<file path="src/rtl/cnt_mod_updown_pkg.sv">
// -----------------------------------------------------------------------------
// cnt_pkg -- shared definitions for the modulus up/down event counter.
//   SAT_WRAP / SAT_HOLD     : boundary behaviour selector (SAT_MODE parameter)
//   EDGE_LEVEL / EDGE_RISE  : event qualification selector (EDGE_MODE parameter)
//   cnt_op_e                : per-cycle operation chosen by the priority encoder
//   clamp_to_mod()          : limits a value to the range 0..modulus-1
// -----------------------------------------------------------------------------
package cnt_pkg;

    localparam int SAT_WRAP   = 0;
    localparam int SAT_HOLD   = 1;
    localparam int EDGE_LEVEL = 0;
    localparam int EDGE_RISE  = 1;

    typedef enum logic [1:0] {
        OP_HOLD,
        OP_STEP,
        OP_LOAD,
        OP_CLEAR
    } cnt_op_e;

    function automatic int unsigned clamp_to_mod(input int unsigned value,
                                                 input int unsigned modulus);
        return (value < modulus) ? value : modulus - 1;
    endfunction

endpackage

</file>
<file path="src/rtl/cnt_mod_updown_edge_det.sv">
// -----------------------------------------------------------------------------
// edge_det -- event qualifier with a one-bit history register.
//   CLK        in  clock
//   RST        in  asynchronous active-high reset (clears the history)
//   d          in  raw event level
//   level_mode in  1 = pass d through, 0 = report only rising edges of d
//   q          out qualified event (combinational)
// The history register samples d every cycle regardless of level_mode, so a
// caller may switch modes without a stale history.
// -----------------------------------------------------------------------------
module edge_det (
    input  logic CLK,
    input  logic RST,
    input  logic d,
    input  logic level_mode,
    output logic q
);

    logic prev_q;

    always_ff @(posedge CLK or posedge RST) begin
        if (RST) begin
            prev_q <= 1'b0;
        end else begin
            prev_q <= d;
        end
    end

    assign q = level_mode ? d : (d & ~prev_q);

endmodule

</file>
<file path="src/rtl/cnt_mod_updown.sv">
// -----------------------------------------------------------------------------
// cnt_mod_updown -- parametrised modulus up/down event counter.
// Parameters: WIDTH (count width), MOD (count range 0..MOD-1),
//             SAT_MODE (SAT_WRAP/SAT_HOLD), EDGE_MODE (EDGE_LEVEL/EDGE_RISE)
//   CLK      in  clock, all state updates on rising edge
//   RST      in  asynchronous active-high reset
//   sig_in   in  event input (already synchronous to CLK)
//   dir      in  1 = count up, 0 = count down
//   clear    in  synchronous clear to 0 (highest priority)
//   load     in  synchronous load of load_val (clamped to MOD-1)
//   load_val in  load value
//   ovf_clr  in  clears the sticky ovf flag
//   count    out registered count
//   tc       out registered one-cycle pulse for each boundary step
//   ovf      out sticky boundary flag
// -----------------------------------------------------------------------------
module cnt_mod_updown
    import cnt_pkg::*;
#(
    parameter int WIDTH     = 4,
    parameter int MOD       = 16,
    parameter int SAT_MODE  = SAT_WRAP,
    parameter int EDGE_MODE = EDGE_LEVEL
) (
    input  logic             CLK,
    input  logic             RST,
    input  logic             sig_in,
    input  logic             dir,
    input  logic             clear,
    input  logic             load,
    input  logic [WIDTH-1:0] load_val,
    input  logic             ovf_clr,
    output logic [WIDTH-1:0] count,
    output logic             tc,
    output logic             ovf
);

    if (MOD < 2 || MOD > 2**WIDTH) begin : g_bad_mod
        $error("cnt_mod_updown: MOD=%0d outside 2..2**WIDTH (WIDTH=%0d)", MOD, WIDTH);
    end
    if (SAT_MODE != SAT_WRAP && SAT_MODE != SAT_HOLD) begin : g_bad_sat
        $error("cnt_mod_updown: SAT_MODE=%0d is not 0 or 1", SAT_MODE);
    end
    if (EDGE_MODE != EDGE_LEVEL && EDGE_MODE != EDGE_RISE) begin : g_bad_edge
        $error("cnt_mod_updown: EDGE_MODE=%0d is not 0 or 1", EDGE_MODE);
    end

    localparam logic [WIDTH-1:0] TOP = WIDTH'(MOD - 1);
    localparam logic             LEVEL = (EDGE_MODE == EDGE_LEVEL);
    localparam logic             HOLD  = (SAT_MODE == SAT_HOLD);

    logic [WIDTH-1:0] count_q, count_d;
    logic             tc_q, tc_d;
    logic             ovf_q, ovf_d;
    logic [WIDTH-1:0] load_clamped;
    logic             step;
    logic             boundary;
    cnt_op_e          op;

    edge_det u_edge_det (
        .CLK        (CLK),
        .RST        (RST),
        .d          (sig_in),
        .level_mode (LEVEL),
        .q          (step)
    );

    assign load_clamped = WIDTH'(clamp_to_mod(32'(load_val), MOD));

    always_comb begin
        if (clear) begin
            op = OP_CLEAR;
        end else if (load) begin
            op = OP_LOAD;
        end else if (step) begin
            op = OP_STEP;
        end else begin
            op = OP_HOLD;
        end
    end

    // Boundaries are compared against MOD-1 / 0 rather than relying on the
    // natural 2**WIDTH rollover, so any legal MOD wraps correctly.
    always_comb begin
        count_d  = count_q;
        boundary = 1'b0;
        case (op)
            OP_CLEAR: count_d = '0;
            OP_LOAD:  count_d = load_clamped;
            OP_STEP: begin
                if (dir) begin
                    if (count_q == TOP) begin
                        boundary = 1'b1;
                        count_d  = HOLD ? TOP : '0;
                    end else begin
                        count_d = count_q + 1'b1;
                    end
                end else begin
                    if (count_q == '0) begin
                        boundary = 1'b1;
                        count_d  = HOLD ? '0 : TOP;
                    end else begin
                        count_d = count_q - 1'b1;
                    end
                end
            end
            default: count_d = count_q;
        endcase
        tc_d  = boundary;
        // A boundary step in the same cycle as ovf_clr keeps the flag set.
        ovf_d = boundary | (ovf_q & ~ovf_clr);
    end

    always_ff @(posedge CLK or posedge RST) begin
        if (RST) begin
            count_q <= '0;
            tc_q    <= 1'b0;
            ovf_q   <= 1'b0;
        end else begin
            count_q <= count_d;
            tc_q    <= tc_d;
            ovf_q   <= ovf_d;
        end
    end

    assign count = count_q;
    assign tc    = tc_q;
    assign ovf   = ovf_q;

endmodule

</file>
<file path="config.mk">
export PLATFORM = sky130hd
export DESIGN_NAME = cnt_mod_updown
export DESIGN_NICKNAME = d
export VERILOG_FILES = /design/src/rtl/cnt_mod_updown_pkg.sv /design/src/rtl/cnt_mod_updown_edge_det.sv /design/src/rtl/cnt_mod_updown.sv
export SDC_FILE = /design/constraint.sdc
export NUM_CORES = 1
export LEC_CHECK = 0
export ABC_AREA = 1
export ABC_CLOCK_PERIOD_IN_PS = 2460
export CORE_AREA = 2 2 39 41
export CTS_CLUSTER_DIAMETER = 120
export DETAILED_ROUTE_END_ITERATION = 8
export DIE_AREA = 0 0 41 43
export PLACE_DENSITY = 0.66
export SYNTH_ARGS = -nofsm -noshare
export SYNTH_HDL_FRONTEND = slang
export SYNTH_SLANG_ARGS = --single-unit
</file>
<file path="constraint.sdc">
create_clock -name CLK -period 2.46 [get_ports CLK]
set_clock_uncertainty 0.15 [all_clocks]
set_input_delay 0.492 -clock CLK [delete_from_list [all_inputs] [get_ports CLK]]
set_output_delay 0.492 -clock CLK [all_outputs]
set_load 0.05 [all_outputs]
</file>
**Yosys cells after proc, flatten, opt, wreduce, memory -nomap -nowiden**

Index checks and enable logic that the tools add are counted.

- Multiplexer cells: 11
- Reduce and logical (&&, ||, !) cells: 2
- Shift-type cells: 0
- Magnitude comparators: 0
- Eq/ne operators: 4
- Add/sub/neg operators: 2
- Multipliers: 0
- Bitwise operators: 3
- Divide/modulo/power cells: 0

Operators with widths:

| cell | count |
|---|---|
| 4-bit two-way mux | 3 |
| 4-bit case mux with 3 select lines | 1 |
| 1-bit two-way mux | 5 |
| 4-bit by 1-bit adder with 4-bit output, second input constant | 1 |
| 2-bit equality test, second input constant | 2 |
| 4-bit equality test, second input constant | 1 |
| 4-bit zero test | 1 |
| 2-bit two-way mux | 2 |
| 4-bit by 1-bit subtractor with 4-bit output, second input constant | 1 |
| 3-bit nonzero test | 1 |
| 2-bit by 1-bit equality test with 1-bit output, second input constant | 1 |
| 1-bit bitwise AND | 1 |
| 1-bit inverter | 1 |
| 1-bit bitwise OR | 1 |

- Logic and storage cells: 25
- Output and inout bits: 6
- RAM bits: 0
- Bits in read-only memories: 0
- Memories: 0
- Bits in latches: 0
- Bits in registers: 6
- Input port bits: 11

**Depth between registers and ports, before layout**

Gate-level depths: netlist of the first run.

- Depth after elaboration: 6
- Gate-level depth with buffers: 10
- Gate-level depth less buffers: 10

**Cells and area by module**

Synthesis of the first run repeated with hierarchy kept, for this count alone.

- Cell total of the unflattened synthesis: 76
- Area, all modules: 524.3 um2

Modules (own cells, without submodules):

| module | area each (um2) | sequential area each (um2) | cells each | times used |
|---|---|---|---|---|
| cnt_mod_updown | 479.2 | 150.1 | 71 | 1 |
| edge_det | 45.0 | 25.0 | 5 | 1 |

**Least setup slack after synthesis of the first run**

No wires, ideal clock.

- Path type: register to register
- Start point: reg count_q[0] (netlist: count[0])
- End point: reg count_q[1] (netlist: count[1])
- Arrival: 1.542 ns
- Setup slack: 0.642 ns
- Library setup time: 0.126 ns
- Path buffers: 0
- Stages on the path, launching flop included: 7
- Data required time: 2.184 ns
- Period minus slack after synthesis: 1.818 ns
- Cells stage by stage: dfrtp_1 inv_1 ha_1 xnor2_1 a22o_1 nand2_1 o21ai_0

- Cells in the longest elaborated chain, start to end: 4
- Elaborated cells between the ends (all ways): 8
- Classes of those cells: add/sub (2); eq/ne (1); mux (4); reduce/logical (1)

RTL lines:

| what | RTL line | RTL |
|---|---|---|
| start, declared | cnt_mod_updown.sv:52 | `logic [WIDTH-1:0] count_q, count_d;` |
| start signal, assigned | cnt_mod_updown.sv:120 | `count_q <= count_d;` |
| 4-bit by 1-bit subtractor with 4-bit output, or another cell as far along | cnt_mod_updown.sv:103 | `count_d = count_q - 1'b1;` |
| 4-bit two-way mux, on equally long branches | cnt_mod_updown.sv:99, cnt_mod_updown.sv:92 |  |
| 4-bit two-way mux (*) | cnt_mod_updown.sv:91 | `if (dir) begin` |
| 4-bit case mux with 3 select lines (*) | cnt_mod_updown.sv:87 | `case (op)` |

Every way passes the cells marked *; elsewhere a longest branch is shown, timed or not.
A chain may end at the register's enable or synchronous reset.

**Worst setup path after layout of the first run**

- Start point: reg count_q[3] (netlist: count[3])
- End point: out count[3]

RTL lines:

| what | RTL line | RTL |
|---|---|---|
| end, declared | cnt_mod_updown.sv:33 | `output logic [WIDTH-1:0] count,` |

No word-level cell between the ends.

==> summary.txt, run 1 <==
Synth
  – Post-synth top cells: nand2_1 (22), inv_1 (12), dfrtp_1 (6), nand3_1 (6), o21ai_0 (6)
  – Top post-synthesis cells by area: dfrtp_1 (32%), nand2_1 (17%), ha_1 (13%)
  – Number of flops mapped to enable cells by yosys: 0
  – Count of state elements after synthesis: 6
  – Largest area contributor in the synthesized netlist: dfrtp_1
  – Count of warnings emitted by yosys: 0
  – Portion of synthesized cell area occupied by the leading cell type: approximately a third
  – Most common flop cell mapped by yosys: dfrtp_1
  – Average size of a mapped cell: 6.85 um^2
  – Mapped Nets: 85
  – Async set or reset register ratio after synthesis: 100%
  – Most common cell in the netlist: nand2_1
  – Number of instances in the synthesized netlist: 69
  – Netlist area before placement: 473 um^2
  – Count of cell types in the netlist: 13
  – Sequential share of the synthesized area: 31.7%

Worst setup path
  – Reg-to-reg setup timing slack: 0.84 ns
  – Critical register-to-register path startpoint: count[0]
  – Buffer and inverter count on the worst path: 1
  – Start-to-end type of the worst setup path: reg -> out
  – Largest incremental delay on the critical path: 0.86 ns
  – Slowest cell on the critical path: clkdlybuf4s50_1
  – Arrival time at the worst endpoint: approximately 1.6 ns
  – Maximum fanout along the worst path: 8
  – Critical path startpoint category: register
  – Crit path cell chain: clkdlybuf4s50_1
  – Critical Path Sink Type: primary output
  – Required time worst endpoint: around 1.8 ns
  – Depth of the worst register-to-register path: 8
  – Kind of cell adding the most delay to the critical path: buffers and inverters
  – Reg-to-Reg End: count[2]

Global route
  – Overall overflow remaining after global route: 0
  – Wire length of the first global-routing pass: 1860 um
  – Vias in the first global route: between 500 and 600
  – Pin count of the biggest net entering global routing: 9
  – Tot GR Track Use: between 10% and 20%
  – Initial antenna violation count: 0

Status
  – Result of the run: completed

Min path
  – Worst hold-check path type: in -> async

Power and ir drop
  – Cell Pwr Density: 459 mW/mm^2
  – Peak supply drop: 0.283 mV
  – Leakage power: roughly 0.34 nW
  – Pwr Total: between 0.3 and 0.4 mW

CTS
  – CTS tree: yes
  – Number of hold-repair buffers added at the cts stage: 0
  – Number of buffers created by CTS: 3
  – Total setup buffers inserted after CTS: 0
  – Clk sinks: 6
  – CTS root buffer: clkbuf_4
  – Htree depth: 1
  – Buffer depth of the longest clock path: 2
  – Worst-skew pair later-pin latency: 0.24 ns
  – Clock-pin transition on the worst setup and hold timing paths: about 0.05 ns
  – Quantity of gates resized following cts: 0

STA
  – Count of pins over their slew limit: 0
  – Tightest Pin Transition: 0.492 ns
  – Post-layout minimum cycle time: 2.24 ns
  – Worst slew margin relative to its limit: 67.1%
  – Count of endpoints failing hold in the final timing report: 0
  – Part of the cycle the worst path needs: 90.9%
  – F_max: 447 MHz
  – Unrepaired setup endpoints after global routing: no
  – Total negative slack: 0 ns
  – # setup viols final: 0

Floorplanning
  – Die Footprint: about 0.0018 mm^2
  – Die Ht: 43 um
  – Number of placement rows: 14
  – Area of the core: approximately 0.0014 mm^2
  – Number of top-level design ports: 17
  – Die outline width: 41 um
  – Starting density of the core: 34.2%

Route
  – Via count normalized by instance count: 4.76
  – Number of design rule violations left after detail routing: 0
  – Average detailed-routed wire length per instance: between 10 and 15 um
  – Via count: 495
  – Routed WL: 1060 um
  – Detailed-router iteration count before antenna repair: 4
  – Residual antenna-violating net count after detailed routing: 0
  – Iteration-0 DRC Markers: 4

Placement
  – Port bufs: 16
  – Hpwl dp: ~900 um
  – Final estimated routing congestion in global placement: roughly 0.86

Final layout
  – Final layout net count: approximately 110
  – Count of inserted antenna diode cells: 0
  – Share of final-layout standard cells stronger than drive strength 1: 5.68%
  – Area growth, synth to finish: 42.9%

Job
  – Max-capacitance violation count: 0
## power breakdown
| group | total [mW] | internal (mW) | switching, mW |
|---|---|---|---|
| Sequential | 0.115 | 0.105 | 0.00924 |
| Clock | 0.0897 | 0.0551 | 0.0346 |
| Combinational | 0.106 | 0.0450 | 0.0606 |
## how the worst max path moves through the flow
stage / from / end / slack [ns] / depth (start not counted)
final: count[3] / count[3] / 0.22 / 1
after detailed placement: load / count[2] / 0.25 / 9
after global routing: count[3] / count[3] / 0.17 / 1
after floorplan: count[0] / count[1] / 0.64 / 6
after global placement: load / count[2] / 0.33 / 9
after CTS: count[3] / count[3] / 0.20 / 1
## cell usage in the layout, fill, tap and decap left out, types with 2 or more instances in the layout
cell / synthesis / routed
a21oi_1: 2 / 2
clkbuf_4: 0 / 3
clkdlybuf4s50_1: 0 / 16
dfrtp_1: 6 / 6
ha_1: 5 / 5
inv_1: 12 / 12
nand2_1: 22 / 22
nand3_1: 6 / 6
nand4_1: 4 / 4
nor2_1: 2 / 2
o21ai_0: 6 / 6
## final cells by class
type / instances / area, um^2
flip-flops and latches: 6 / 150
clock buffers: 3 / 22.5
multi-input cells: 50 / 274
repair buffers: 16 / 160
well taps: 16 / 20.0
fillers: 147 / 708
inverters: 13 / 48.8
## logic make-up after synthesis
| kind of cell | count (synthesis) | share of synthesized area, % |
|---|---|---|
| AND/OR/NAND/NOR | 34 | 30.7 |
| buffers and inverters | 13 | 10.3 |
| adder cells (fa/ha/maj) | 5 | 13.2 |
| AO/OA/AOI/OAI | 10 | 12.2 |
| flip-flops | 6 | 31.7 |
| XOR/XNOR | 1 | 1.85 |
## routing by layer
layer / vias up / GRT usage [%] / wire length (um)
li1: 261 / - / -
met1: 222 / 16.7 / 473
met2: 12 / 25.3 / 546
met3: 0 / 3.14 / 36
met4: 0 / 8.00 / 0
met5: - / 0 / 0
## registers in the layout (all words and copies together) (netlist names)
signal	cells
count	4
ovf	1
tc	1
## stage by stage
stage	cell area, um^2	std cells	utilization, %	hold slack [ns]	setup WS [ns]
floorplan	473	69	-	0.133	0.642
global placement	653	101	47.2	0.376	0.331
detailed placement	653	101	47.2	0.388	0.255
CTS	676	104	48.8	0.312	0.203
global route	676	104	48.8	0.346	0.168
finish	676	104	48.8	0.306	0.224
Note: power is estimated with default switching activity, not from simulation.
==> run 2: changes to the inputs <==
CTS_BUF_LIST = sky130_fd_sc_hd__clkbuf_8   (was default)
==> run 2 against run 1 <==
  * Worst hold slack better by 0.018 ns
  * Core utilization is 1.4 points higher
  * Critical endpoint unchanged
  * First-iteration DRC count up 100%
  * Setup slack better by 0.016 ns
  * Die area stayed put
  * Sequential cell count unchanged
==> summary.txt, run 2 (same netlist as run 1, synthesis figures left out) <==
Status
  – Result of the run: completed

CTS
  – Buffer depth of the longest clock path: 2
  – Number of buffers created by CTS: 3
  – CTS tree: yes
  – Total setup buffers inserted after CTS: 0
  – Clock-pin transition on the worst setup and hold timing paths: 0.04 ns
  – Clk sinks: 6
  – Quantity of gates resized following cts: 0
  – Number of hold-repair buffers added at the cts stage: 0
  – Htree depth: 1
  – CTS root buffer: clkbuf_8
  – Worst-skew pair later-pin latency: around 0.23 ns

STA
  – Least setup slack across all paths after layout: around 0.24 ns
  – Worst slew margin relative to its limit: about 67%
  – Unrepaired setup endpoints after global routing: no
  – Post-layout minimum cycle time: 2.22 ns
  – Count of pins over their slew limit: 0
  – F_max: 451 MHz
  – Total negative slack: 0 ns
  – Count of endpoints failing hold in the final timing report: 0
  – # setup viols final: 0
  – Tightest Pin Transition: approximately 0.49 ns
  – Part of the cycle the worst path needs: 90.2%

Worst setup path
  – Arrival time at the worst endpoint: 1.58 ns
  – Maximum fanout along the worst path: 8
  – Crit path cell chain: clkdlybuf4s50_1
  – Slowest cell on the critical path: clkdlybuf4s50_1
  – Reg-to-reg setup timing slack: 0.83 ns
  – Critical Path Sink Type: primary output
  – Buffer and inverter count on the worst path: 1
  – Critical path startpoint category: register
  – Required time worst endpoint: 1.82 ns
  – Largest incremental delay on the critical path: 0.86 ns
  – Start-to-end type of the worst setup path: reg -> out
  – Kind of cell adding the most delay to the critical path: buffers and inverters

Placement
  – Port bufs: 16
  – Final estimated routing congestion in global placement: roughly 0.86
  – Pre-CTS setup slack: 0.255 ns
  – Hpwl dp: ~890 um
  – Number of placed instances, taps included: approximately 100
  – Post-Place Cell Area: between 600 and 700 um^2

Min path
  – Worst hold-check path type: in -> async

Power and ir drop
  – Clock share of power: 40.3%
  – Peak supply drop: 0.336 mV
  – Pint: 0.256 mW
  – Part of the total power dissipated in sequential elements: 31.1%
  – Switching part of the total: 30.8%
  – Leakage power: 0.346 nW
  – Pwr Total: 0.370 mW
  – Part of the total power dissipated in combinational logic: 28.6%
  – Cell Pwr Density: 532 mW/mm^2
  – Switch Pwr: 0.114 mW

Final layout
  – Count of inserted antenna diode cells: 0
  – Leading cell type in the layout, fill and taps excluded: nand2_1
  – Area growth, synth to finish: 46.8%
  – Number of flip-flops in the largest register: 4
  – Multi-input gate area: 274 um^2
  – Number of filler cells placed in the layout: 145
  – Share of final-layout standard cells stronger than drive strength 1: under 10%
  – Final design instance area without fill: between 600 and 700 um^2
  – Leading cell types in the layout, fill and taps excluded: nand2_1 (22), clkdlybuf4s50_1 (16), inv_1 (12)
  – Final layout net count: 106
  – Non-Filler Instances: 104
  – Total area of sequential cells: 150 um^2

Route
  – Via count: 504
  – Average detailed-routed wire length per instance: approximately 10 um
  – Detailed-router iteration count before antenna repair: 4
  – Routed WL: 1080 um
  – Via count normalized by instance count: 4.85
  – Number of design rule violations left after detail routing: 0
  – Iteration-0 DRC Markers: 8
  – Residual antenna-violating net count after detailed routing: 0

Floorplanning
  – Die outline width: 41 um
  – Die Ht: 43 um
  – Starting density of the core: 34.2%
  – Number of placement rows: 14
  – Number of top-level design ports: 17
  – Area of the core: about 0.0014 mm^2
  – Die Footprint: 0.00176 mm^2

Global route
  – Wire length of the first global-routing pass: 1880 um
  – Overall overflow remaining after global route: 0
  – Vias in the first global route: 503
  – Tot GR Track Use: 16.0%
  – Pin count of the biggest net entering global routing: 9
  – Initial antenna violation count: 0

Job
  – Max-capacitance violation count: 0
[run 2: worst paths after layout]
| check | start | end | depth (start not counted) |
|---|---|---|---|
| setup / recovery | count[3] | count[3] | 1 |
| hold / removal | RST | tc | 2 |
| setup reg to reg | count[0] | count[2] | 8 |
| hold reg to reg | ovf | ovf | 2 |
| max in group asynchronous | RST | ovf | 2 |
| min in group CLK | ovf | ovf | 2 |
[run 2: cell type report]
type | count | share of cell area (%)
well taps | 16 | 2.88
clock buffers | 3 | 5.95
multi-input cells | 50 | 39.5
repair buffers | 16 | 23.1
inverters | 13 | 7.03
flip-flops and latches | 6 | 21.6
[run 2: stage by stage]
step	hold WS, ns	utilization (%)
2_1_floorplan	0.133	-
3_3_place_gp	0.376	47.2
3_5_place_dp	0.388	47.2
4_1_cts	0.337	50.2
5_1_grt	0.372	50.2
6_report	0.324	50.2
[run 2: layer usage]
layer,GRT usage [%],vias up,routed length (um),share of wire [%]
met2,24.7,16,536,49
li1,-,260,-,-
met4,12.0,0,27,2.5
met1,17.0,224,473,44
met5,0,-,0,0
met3,4.71,4,46,4.2
[run 2: power groups by stage]
stage | Clock, mW | Sequential (mW) | Combinational, mW
2_1_floorplan | 0 | 0.137 | 0.0445
3_3_place_gp | 0 | 0.116 | 0.105
3_5_place_dp | 0 | 0.116 | 0.106
4_1_cts | 0.150 | 0.115 | 0.107
5_1_grt | 0.156 | 0.116 | 0.116
6_report | 0.149 | 0.115 | 0.106
==> run 3: changes to the inputs <==
SKIP_LAST_GASP = 1   (was default)
==> results of run 3 <==
The final DEF is identical to that of run 2; final timing and power are the same.
